## src/rtl/ext_sync_sysref_align.sv

```systemverilog
// ext_sync_sysref_align
//
// Aligns an asynchronous board-level sync request to the JESD SYSREF grid.
// A rising edge on ext_sync is synchronised into device_clk and arms the
// block. The next SYSREF rising edge seen while armed starts a programmable
// delay. When the delay ends, sync_out fires as a single-cycle pulse, so
// every downstream converter and link receives the sync at the same
// LMFC-related position.
//
// Ports:
//   device_clk  sole clock; all logic runs on its rising edge
//   resetn      asynchronous active-low reset
//   ext_sync    asynchronous sync request (level input; only rising edges act)
//   sysref      SYSREF, already synchronous to device_clk
//   sync_delay  cycles from the SYSREF edge to sync_out, captured on that edge
//   sync_out    single-cycle aligned sync pulse (registered)
//   armed       high while waiting for SYSREF
//   busy        high whenever a request is in progress
//   timeout     single-cycle pulse when the wait for SYSREF expires
//   sync_count  number of sync_out pulses issued; wraps around
module ext_sync_sysref_align #(
  parameter int SYNC_STAGES    = 3,
  parameter int DELAY_WIDTH    = 8,
  parameter int TIMEOUT_CYCLES = 1024,
  parameter int CNT_WIDTH      = 16
) (
  input  logic                   device_clk,
  input  logic                   resetn,
  input  logic                   ext_sync,
  input  logic                   sysref,
  input  logic [DELAY_WIDTH-1:0] sync_delay,
  output logic                   sync_out,
  output logic                   armed,
  output logic                   busy,
  output logic                   timeout,
  output logic [CNT_WIDTH-1:0]   sync_count
);

  // Wide enough to hold TIMEOUT_CYCLES-1 (TIMEOUT_CYCLES is at least 2).
  localparam int TMO_W = $clog2(TIMEOUT_CYCLES);
  localparam logic [TMO_W-1:0] TMO_LAST = TMO_W'(TIMEOUT_CYCLES - 1);

  typedef enum logic [1:0] {
    ST_IDLE  = 2'd0,
    ST_ARMED = 2'd1,
    ST_DELAY = 2'd2,
    ST_FIRE  = 2'd3
  } state_t;

  logic [SYNC_STAGES-1:0] sync_chain_r;
  logic                   req_d_r;
  logic                   sysref_d_r;
  state_t                 state_r;
  logic [TMO_W-1:0]       tmo_cnt_r;
  logic [DELAY_WIDTH-1:0] dly_cnt_r;
  logic                   sync_out_r;
  logic                   armed_r;
  logic                   busy_r;
  logic                   timeout_r;
  logic [CNT_WIDTH-1:0]   sync_count_r;

  state_t                 state_nxt_s;
  logic [TMO_W-1:0]       tmo_cnt_nxt_s;
  logic [DELAY_WIDTH-1:0] dly_cnt_nxt_s;
  logic                   timeout_nxt_s;
  logic                   req_edge_s;
  logic                   sr_edge_s;

  // The chain and req_d clear on reset, so a request held high through
  // reset release is seen as a fresh rising edge.
  assign req_edge_s = sync_chain_r[SYNC_STAGES-1] & ~req_d_r;
  assign sr_edge_s  = sysref & ~sysref_d_r;

  // Request synchroniser, request edge delay flop and SYSREF edge delay flop.
  always_ff @(posedge device_clk or negedge resetn) begin
    if (!resetn) begin
      sync_chain_r <= {SYNC_STAGES{1'b0}};
      req_d_r      <= 1'b0;
      sysref_d_r   <= 1'b0;
    end else begin
      sync_chain_r <= {sync_chain_r[SYNC_STAGES-2:0], ext_sync};
      req_d_r      <= sync_chain_r[SYNC_STAGES-1];
      sysref_d_r   <= sysref;
    end
  end

  // Next-state logic. Requests outside IDLE and SYSREF edges outside ARMED
  // fall through untouched. In ARMED a SYSREF edge takes priority over expiry.
  always_comb begin
    state_nxt_s   = state_r;
    tmo_cnt_nxt_s = tmo_cnt_r;
    dly_cnt_nxt_s = dly_cnt_r;
    timeout_nxt_s = 1'b0;
    case (state_r)
      ST_IDLE: begin
        if (req_edge_s) begin
          state_nxt_s   = ST_ARMED;
          tmo_cnt_nxt_s = {TMO_W{1'b0}};
        end else begin
          state_nxt_s = ST_IDLE;
        end
      end
      ST_ARMED: begin
        tmo_cnt_nxt_s = tmo_cnt_r + TMO_W'(1);
        if (sr_edge_s) begin
          state_nxt_s   = ST_DELAY;
          dly_cnt_nxt_s = sync_delay;
        end else if (tmo_cnt_r == TMO_LAST) begin
          state_nxt_s   = ST_IDLE;
          timeout_nxt_s = 1'b1;
        end else begin
          state_nxt_s = ST_ARMED;
        end
      end
      ST_DELAY: begin
        if (dly_cnt_r == {DELAY_WIDTH{1'b0}}) begin
          state_nxt_s = ST_FIRE;
        end else begin
          state_nxt_s   = ST_DELAY;
          dly_cnt_nxt_s = dly_cnt_r - DELAY_WIDTH'(1);
        end
      end
      ST_FIRE: begin
        state_nxt_s = ST_IDLE;
      end
      default: begin
        state_nxt_s = ST_IDLE;
      end
    endcase
  end

  // State and counter registers.
  always_ff @(posedge device_clk or negedge resetn) begin
    if (!resetn) begin
      state_r   <= ST_IDLE;
      tmo_cnt_r <= {TMO_W{1'b0}};
      dly_cnt_r <= {DELAY_WIDTH{1'b0}};
    end else begin
      state_r   <= state_nxt_s;
      tmo_cnt_r <= tmo_cnt_nxt_s;
      dly_cnt_r <= dly_cnt_nxt_s;
    end
  end

  // Output registers. They are decoded from the next state, so each one
  // changes on the same edge as the state it reflects.
  always_ff @(posedge device_clk or negedge resetn) begin
    if (!resetn) begin
      sync_out_r   <= 1'b0;
      armed_r      <= 1'b0;
      busy_r       <= 1'b0;
      timeout_r    <= 1'b0;
      sync_count_r <= {CNT_WIDTH{1'b0}};
    end else begin
      sync_out_r <= (state_nxt_s == ST_FIRE);
      armed_r    <= (state_nxt_s == ST_ARMED);
      busy_r     <= (state_nxt_s != ST_IDLE);
      timeout_r  <= timeout_nxt_s;
      if (state_nxt_s == ST_FIRE) begin
        sync_count_r <= sync_count_r + CNT_WIDTH'(1);
      end else begin
        sync_count_r <= sync_count_r;
      end
    end
  end

  assign sync_out   = sync_out_r;
  assign armed      = armed_r;
  assign busy       = busy_r;
  assign timeout    = timeout_r;
  assign sync_count = sync_count_r;

endmodule
```

## config.mk

```make
export PLATFORM = sky130hd
export DESIGN_NAME = ext_sync_sysref_align
export DESIGN_NICKNAME = d
export VERILOG_FILES = /design/src/rtl/ext_sync_sysref_align.sv
export SDC_FILE = /design/constraint.sdc
export NUM_CORES = 1
export LEC_CHECK = 0
export CELL_PAD_IN_SITES_DETAIL_PLACEMENT = 1
export CELL_PAD_IN_SITES_GLOBAL_PLACEMENT = 2
export CORE_ASPECT_RATIO = 1.5
export CORE_MARGIN = 2
export CORE_UTILIZATION = 37
export CTS_CLUSTER_SIZE = 12
export DETAILED_ROUTE_END_ITERATION = 8
export HOLD_SLACK_MARGIN = 0.03
export PLACE_DENSITY_LB_ADDON = 0.1
export SETUP_SLACK_MARGIN = 0.05
export SLEW_MARGIN = 20
export SYNTH_ARGS = -nofsm -noshare
export SYNTH_HDL_FRONTEND = slang
export SYNTH_SLANG_ARGS = --single-unit
```

## constraint.sdc

```tcl
create_clock -name device_clk -period 5.7 [get_ports device_clk]
set_input_delay 0.57 -clock device_clk [delete_from_list [all_inputs] [get_ports device_clk]]
set_output_delay 0.57 -clock device_clk [all_outputs]
set_load 0.02 [all_outputs]
```

==> metrics.md, run 1 <==
| Metric | Value |
|---|---|
| Final Hold Violating Endpoints | `0` |
| Unrepaired setup endpoints after global routing | `false` |
| Post-synth top flop | `dfrtp_1` |
| Adder-cell share of the synthesized area | `3.42%` |
| Die Ht | `98.3 um` |
| Destination of the worst register-to-register timing path | `sync_count[3]$_DFFE_PN0N_` |
| Vias | `roughly 1.7k` |
| Critical Path, Cell by Cell | `inv_1 -> ha_1 -> or4b_4 -> or4_4 -> o221a_2 -> or3_4 -> xnor2_2` |
| Global routing usage summed across all routing layers | `16.8%` |
| Initial core utilization | `37.9%` |
| Placeable core region | `5790 um^2` |
| Worst max-slew margin expressed relative to the limit | `58.8%` |
| CTS tree | `done` |
| CP Data Arrival Time | `3.01 ns` |
| Path class of the lowest-slack min-delay path | `input pin to asynchronous set/reset pin` |
| Fraction of synthesized cell area taken by the top area cell type | `51.3%` |
| Number of global-route vias before repair | `1831` |
| Number of nets in the synthesized netlist | `228` |
| Die area | `about 6600 um^2` |
| Buf+Inv Stages, Crit Path | `1` |
| Share of the synthesized area in compound gates (AO/OA/AOI/OAI) | `9.98%` |
| Global-route wire length before repair | `8.47 mm` |
| Diode count | `0` |
| Count of H-tree levels built during CTS | `2` |
| Worst-margin pin slew | `roughly 0.62 ns` |
| Length of the first detailed-routing pass in iterations | `4` |
| CP endpoint kind | `flip-flop` |
| Total of flip-flops plus latches after synthesis | `45` |
| Post-synthesis cell area | `2190 um^2` |
| CP required | `5.89 ns` |
| Proportion of synthesized chip area in sequential cells | `51.3%` |
| Clock insertion delay at the later pin of the skew report | `0.29 ns` |
| Maximum count of clock buffers along a single path | `2` |
| Library cells used by synthesis | `48` |
| Kind of cell adding the most delay to the critical path | `simple AND/OR/NAND/NOR gates` |
| Number of buffers inserted by port buffering | `31` |
| Cell accounting for the most synthesized area | `dfrtp_1` |
| Max_cap viols | `0` |
| Launching point of the worst reg2reg path | `dly_cnt_r[0]$_DFFE_PN0P_` |
| Number of clock buffers inserted by TritonCTS | `5` |
| Total setup violations reported at the end of the flow | `0` |
| Number of flops mapped to enable cells by yosys | `0` |
| Basic-gate share of the synthesized area counting and, or, nand and nor cells | `between 20% and 30%` |
| Total instance count after detailed placement | `309` |
| Peak clock frequency supported by timing | `roughly 350 MHz` |
| Fin Setup TNS | `0 ns` |
| Share of post-route cells with drive strength above 1 | `8.54%` |
| Power density over the cells | `around 320 nW/um^2` |
| Antenna violations before repair | `0` |
| Number of antenna-violating nets in the routed design | `0` |
| Biggest fanout along the worst timing path | `11` |
| Area share of xor/xnor cells in the synthesized design | `just under 9%` |
| VDD IR max | `around 0.15 mV` |
| NumNets Final | `263` |
| Leading cell types by total area after synthesis | `dfrtp_1, xnor2_1, xor2_1` |
| Share of synthesized area spent on multiplexers | `under 10%` |
| Last weighted congestion value of the routability-driven placer | `0.719` |
| Die Width | `66.9 um` |
| Iteration-0 DRC count of the detailed router | `32` |
| WS Path Type | `flip-flop to flip-flop` |
| Final worst clock skew | `0.00822 ns` |
| Final WL | `4.94 mm` |
| Number of warnings issued by yosys | `0` |
| Number of cells in the finished layout apart from fillers | `318` |
| Status | `completed` |
| Critical-path top delay cell | `or4_4` |
| Final critical-path required period | `2.82 ns` |
| Largest family of logic cells by synthesized area | `simple AND/OR/NAND/NOR gates` |
| # resized after CTS | `0` |
| Maximum number of pins on one net before global-route repair | `46` |
| Worst hold margin | `0.190 ns` |
| CP peak stage delay | `roughly 0.52 ns` |
| Setup Buffers After CTS | `0` |
| Clock transition at the registers of the reported paths | `0.09 ns` |
| Hold-fix buffers at CTS | `0` |
| Fillers | `~660` |
| Number of standard cells after synthesis | `210` |
| Count of boundary I/O pins | `32` |
| Routed WL per cell | `approximately 16 um` |
| Synthesized area per cell | `~10 um^2` |
| Ys async rst share | `100%` |
| Leakage power total | `1.13 nW` |
| Count of cells along the worst register-to-register path | `7` |
| Setup slack, reg-to-reg | `2.88 ns` |
| Post-route DRC violation count | `0` |
| Max Transition Viols Final | `0` |
| Number of core rows | `34` |
| # clock sinks | `45` |
| Highest-count cells in the layout ignoring fill and taps | `dfrtp_1, clkdlybuf4s50_1, nor2_1, nand2_1, nand3_1` |
| Dpl hpwl | `3.55 mm` |
| Cell at the root of the clock tree | `clkbuf_8` |
| Period Utilization, post-route | `49.5%` |
| Area added between synthesis and finish | `22.3%` |
| Sort of element at the start of the critical path | `flip-flop` |
| Commonest non-fill, non-tap cell in the layout | `dfrtp_1` |
| Ratio of routed vias to standard cells | `5.33` |
| Overflow left after global routing | `0` |
[routing by layer]
metal  track usage, %  wire (um)  vias to the layer above
met5                0          0                        -
met2             30.8       2780                       21
li1                 -          -                      809
met3             3.11        121                        5
met1             19.2       1970                      861
met4             5.18         68                        0
[flip-flops by register name, summed over array words and instances, names as in the netlist]
register	cells
timeout	1
sysref_d_r	1
armed	1
sync_out	1
sync_count	16
dly_cnt_r	8
req_d_r	1
sync_chain_r	3
tmo_cnt_r	10
state_r	2
busy	1
[cell type report]
cell class / count / area, um^2 / area share, %
sequential: 45 / 1130 / 42.0
multi-input combinational: 150 / 1000 / 37.4
timing repair buffer: 32 / 325 / 12.1
tap: 72 / 90.1 / 3.36
clock buffer: 6 / 82.6 / 3.08
inverter: 11 / 41.3 / 1.54
clock inverter: 2 / 13.8 / 0.513
[how the worst max path moves through the flow]
stage                                  start                        end  slack, ns  depth (start not counted)
global placement    dly_cnt_r[0]$_DFFE_PN0P_  sync_count[3]$_DFFE_PN0N_       2.96                          7
CTS                 dly_cnt_r[0]$_DFFE_PN0P_  sync_count[1]$_DFFE_PN0N_       2.87                          7
floorplan           dly_cnt_r[0]$_DFFE_PN0P_  sync_count[3]$_DFFE_PN0N_       3.01                          8
global route        dly_cnt_r[0]$_DFFE_PN0P_  sync_count[1]$_DFFE_PN0N_       2.77                          7
finish              dly_cnt_r[0]$_DFFE_PN0P_  sync_count[3]$_DFFE_PN0N_       2.88                          7
detailed placement  dly_cnt_r[0]$_DFFE_PN0P_  sync_count[3]$_DFFE_PN0N_       2.88                          7
[where the power goes]
part           switching [mW]  total (mW)  leakage (nW)  internal (mW)
sequential             0.0611       0.428         0.588          0.367
clock                   0.112       0.211        0.0512         0.0985
combinational           0.120       0.217         0.494         0.0969
[cell usage after synthesis (2+ instances only)]
cell type,number
nand2b_1,4
a41oi_1,2
nand3_1,11
xnor2_1,10
mux2i_1,2
o21ai_0,8
ha_1,6
xor2_1,10
and3_1,3
a21oi_1,8
inv_1,10
nor2b_1,2
dfrtp_1,45
or3_1,3
nand3b_1,3
clkbuf_1,3
nand2_1,16
nor2_1,18
nor4_2,2
nand4_1,8
o32ai_1,2
nor3_1,8
[kinds of logic (layout without fill, tap and decap cells)]
group,after synthesis,in the layout
and+or+nand+nor,87,87
buffers and inverters,15,51
adders and majority gates,6,6
xor gates and xnor gates,21,21
DFF,45,45
AOI/OAI and AO/OA,32,32
muxes,4,4
[through the flow]
step                      util, %  cell area (um^2)  power [mW]  setup slack, ns
final                        46.4              2680       0.856             2.88
after global routing         46.4              2680       0.915             2.77
after CTS                    46.0              2660       0.869             2.87
after detailed placement     44.4              2570       0.652             2.88
after global placement       44.4              2570       0.646             2.96
after floorplan                 -              2190       0.561             3.01
(Power assumes the default switching activity.)
==> run 2: changes to the inputs <==
--- a/config.mk
+++ b/config.mk
@@ -9,7 +9,7 @@
 export CELL_PAD_IN_SITES_GLOBAL_PLACEMENT = 2
 export CORE_ASPECT_RATIO = 1.5
 export CORE_MARGIN = 2
-export CORE_UTILIZATION = 37
+export CORE_UTILIZATION = 34
 export CTS_CLUSTER_SIZE = 12
 export DETAILED_ROUTE_END_ITERATION = 8
 export HOLD_SLACK_MARGIN = 0.03
==> constraint.sdc (replaced) <==
create_clock -name device_clk -period 2.7 [get_ports device_clk]
set_input_delay 0.27 -clock device_clk [delete_from_list [all_inputs] [get_ports device_clk]]
set_output_delay 0.27 -clock device_clk [all_outputs]
set_load 0.02 [all_outputs]
==> metrics.md, run 2 (synthesis results as in run 1) <==
| Metric | Value |
|---|---|
| Total instance count after detailed placement | `315 (was 309)` |
| Biggest fanout along the worst timing path | `6 (was 11)` |
| CP endpoint kind | `flip-flop (unchanged)` |
| Final worst clock skew | `0.00571 ns (was 0.00822 ns)` |
| Length of the first detailed-routing pass in iterations | `4 (unchanged)` |
| Final critical-path required period | `2.60 ns (was 2.82 ns)` |
| Final Hold Violating Endpoints | `0 (unchanged)` |
| # clock sinks | `45 (unchanged)` |
| Fraction of the core area covered by cells at the end of the flow | `45.2% (was 46.4%)` |
| Count of H-tree levels built during CTS | `2 (unchanged)` |
| Number of clock buffers inserted by TritonCTS | `5 (unchanged)` |
| Number of cells in the finished layout apart from fillers | `330 (was 318)` |
| Diode count | `0 (unchanged)` |
| Total setup violations reported at the end of the flow | `0 (unchanged)` |
| Share of post-route cells with drive strength above 1 | `12.9% (was 8.54%)` |
| CTS tree | `done (unchanged)` |
| Max_cap viols | `0 (unchanged)` |
| Die Width | `69.6 um (was 66.9 um)` |
| Path class of the lowest-slack min-delay path | `flip-flop to flip-flop (was input pin to asynchronous set/reset pin)` |
| Unrepaired setup endpoints after global routing | `false (unchanged)` |
| Clock transition at the registers of the reported paths | `0.08 ns (was 0.09 ns)` |
| Number of global-route vias before repair | `1766 (was 1831)` |
| Last weighted congestion value of the routability-driven placer | `0.770 (was 0.719)` |
| Commonest non-fill, non-tap cell in the layout | `dfrtp_1 (unchanged)` |
| WS Path Type | `flip-flop to flip-flop (unchanged)` |
| Cell at the root of the clock tree | `clkbuf_8 (unchanged)` |
| NumNets Final | `274 (was 263)` |
| Antenna violations before repair | `0 (unchanged)` |
| Tot Pwr | `1.88 mW (was 0.856 mW)` |
| Post-route DRC violation count | `0 (unchanged)` |
| Die area | `7130 um^2 (was 6580 um^2)` |
| Leakage power total | `1.19 nW (was 1.13 nW)` |
| Highest-count cells in the layout ignoring fill and taps | `dfrtp_1, clkdlybuf4s50_1, nor2_1, nand2_1 (was dfrtp_1, clkdlybuf4s50_1, nor2_1, nand2_1, nand3_1)` |
| Initial core utilization | `35.5% (was 37.9%)` |
| VDD IR max | `0.373 mV (was 0.154 mV)` |
| Fin Setup TNS | `0 ns (unchanged)` |
| Routed WL per cell | `15.7 um (was 15.5 um)` |
| Worst-margin pin slew | `0.576 ns (was 0.617 ns)` |
| Pre-CTS worst setup slack | `0.0518 ns (was 2.88 ns)` |
| Ratio of routed vias to standard cells | `5.18 (was 5.33)` |
| Placeable core region | `6170 um^2 (was 5790 um^2)` |
| Power density over the cells | `673 nW/um^2 (was 319 nW/um^2)` |
| Flip-flop count of the largest register, all copies and words added | `16 (unchanged)` |
| Vias | `1710 (was 1696)` |
| Global-route wire length before repair | `8.60 mm (was 8.47 mm)` |
| CP Data Arrival Time | `2.82 ns (was 3.01 ns)` |
| Number of core rows | `35 (was 34)` |
| Area added between synthesis and finish | `27.1% (was 22.3%)` |
| Max Transition Viols Final | `0 (unchanged)` |
| Iteration-0 DRC count of the detailed router | `65 (was 32)` |
| CP required | `2.92 ns (was 5.89 ns)` |
| Final WL | `5.17 mm (was 4.94 mm)` |
| Overflow left after global routing | `0 (unchanged)` |
| Maximum number of pins on one net before global-route repair | `46 (unchanged)` |
| Dpl hpwl | `3.57 mm (was 3.55 mm)` |
| Count of boundary I/O pins | `32 (unchanged)` |
| Clock insertion delay at the later pin of the skew report | `0.29 ns (about the same)` |
| Worst max-slew margin expressed relative to the limit | `61.6% (was 58.8%)` |
| Worst path setup slack after routing | `0.0969 ns (was 2.88 ns)` |
| Global routing usage summed across all routing layers | `15.2% (was 16.8%)` |
| Final standard cell area without fillers | `2790 um^2 (was 2680 um^2)` |
| Status | `completed (unchanged)` |
| Period Utilization, post-route | `96.4% (was 49.5%)` |
| Sort of element at the start of the critical path | `flip-flop (unchanged)` |
| Setup slack, reg-to-reg | `0.1 ns (was 2.88 ns)` |
| Worst hold margin | `0.357 ns (was 0.190 ns)` |
| Peak clock frequency supported by timing | `384 MHz (was 355 MHz)` |
| Number of antenna-violating nets in the routed design | `0 (unchanged)` |
| Die Ht | `102 um (was 98.3 um)` |
| Maximum count of clock buffers along a single path | `2 (unchanged)` |
| Area after detailed placement | `2610 um^2 (was 2570 um^2)` |
| Number of buffers inserted by port buffering | `31 (unchanged)` |
-- run 2: area by class of cell --
| type | count | area [um^2] |
|---|---|---|
| fillers | 710 | 3380 |
| clock buffers | 7 | 86.3 |
| well taps | 74 | 92.6 |
| flip-flops and latches | 45 | 1130 |
| repair buffers | 43 | 404 |
| multi-input cells | 150 | 1040 |
| inverters | 11 | 41.3 |
-- run 2: path summary, 6_finish.rpt --
path | depth (start not counted) | end | from
max in group asynchronous | 2 | sync_chain_r[1]$_DFF_PN0_ | resetn
min in group asynchronous | 2 | dly_cnt_r[2]$_DFFE_PN0P_ | resetn
max reg2reg | 8 | sync_count[9]$_DFFE_PN0N_ | dly_cnt_r[0]$_DFFE_PN0P_
min reg2reg | 0 | sync_chain_r[2]$_DFF_PN0_ | sync_chain_r[1]$_DFF_PN0_
min | 0 | sync_chain_r[2]$_DFF_PN0_ | sync_chain_r[1]$_DFF_PN0_
max | 8 | sync_count[9]$_DFFE_PN0N_ | dly_cnt_r[0]$_DFFE_PN0P_
-- run 2: layer usage --
metal	share of wire, %	routed length, um	global-route usage (%)	up-vias
li1	-	-	-	834
met1	45	2320	18.6	846
met2	51	2640	27.4	24
met3	2.6	132	2.47	6
met4	1.4	74	4.98	0
met5	0	0	0	-
-- run 2: worst max-delay path, cell delays in order (launching register included) --
cell     delay, ns
dfrtp_1       0.42
inv_2         0.09
ha_4          0.14
or4b_4        0.46
or4_4         0.45
o221a_4       0.35
buf_6         0.15
nor4_4        0.28
xor2_1        0.17
-- run 2: report_power, final --
group          total, mW  switching [mW]  internal, mW  leakage, nW
sequential         0.894           0.119         0.774        0.588
clock              0.426           0.223         0.204       0.0443
combinational      0.558           0.292         0.266        0.555
total               1.88           0.634          1.24         1.19
-- run 2: repair_timing --
action	4_1_cts	5_1_grt
setup endpoints to repair	1	13
pin swaps	0	1
gates resized for setup	0	8
hold buffers	0	1
endpoints found under the hold margin	0	45
setup buffers	0	7
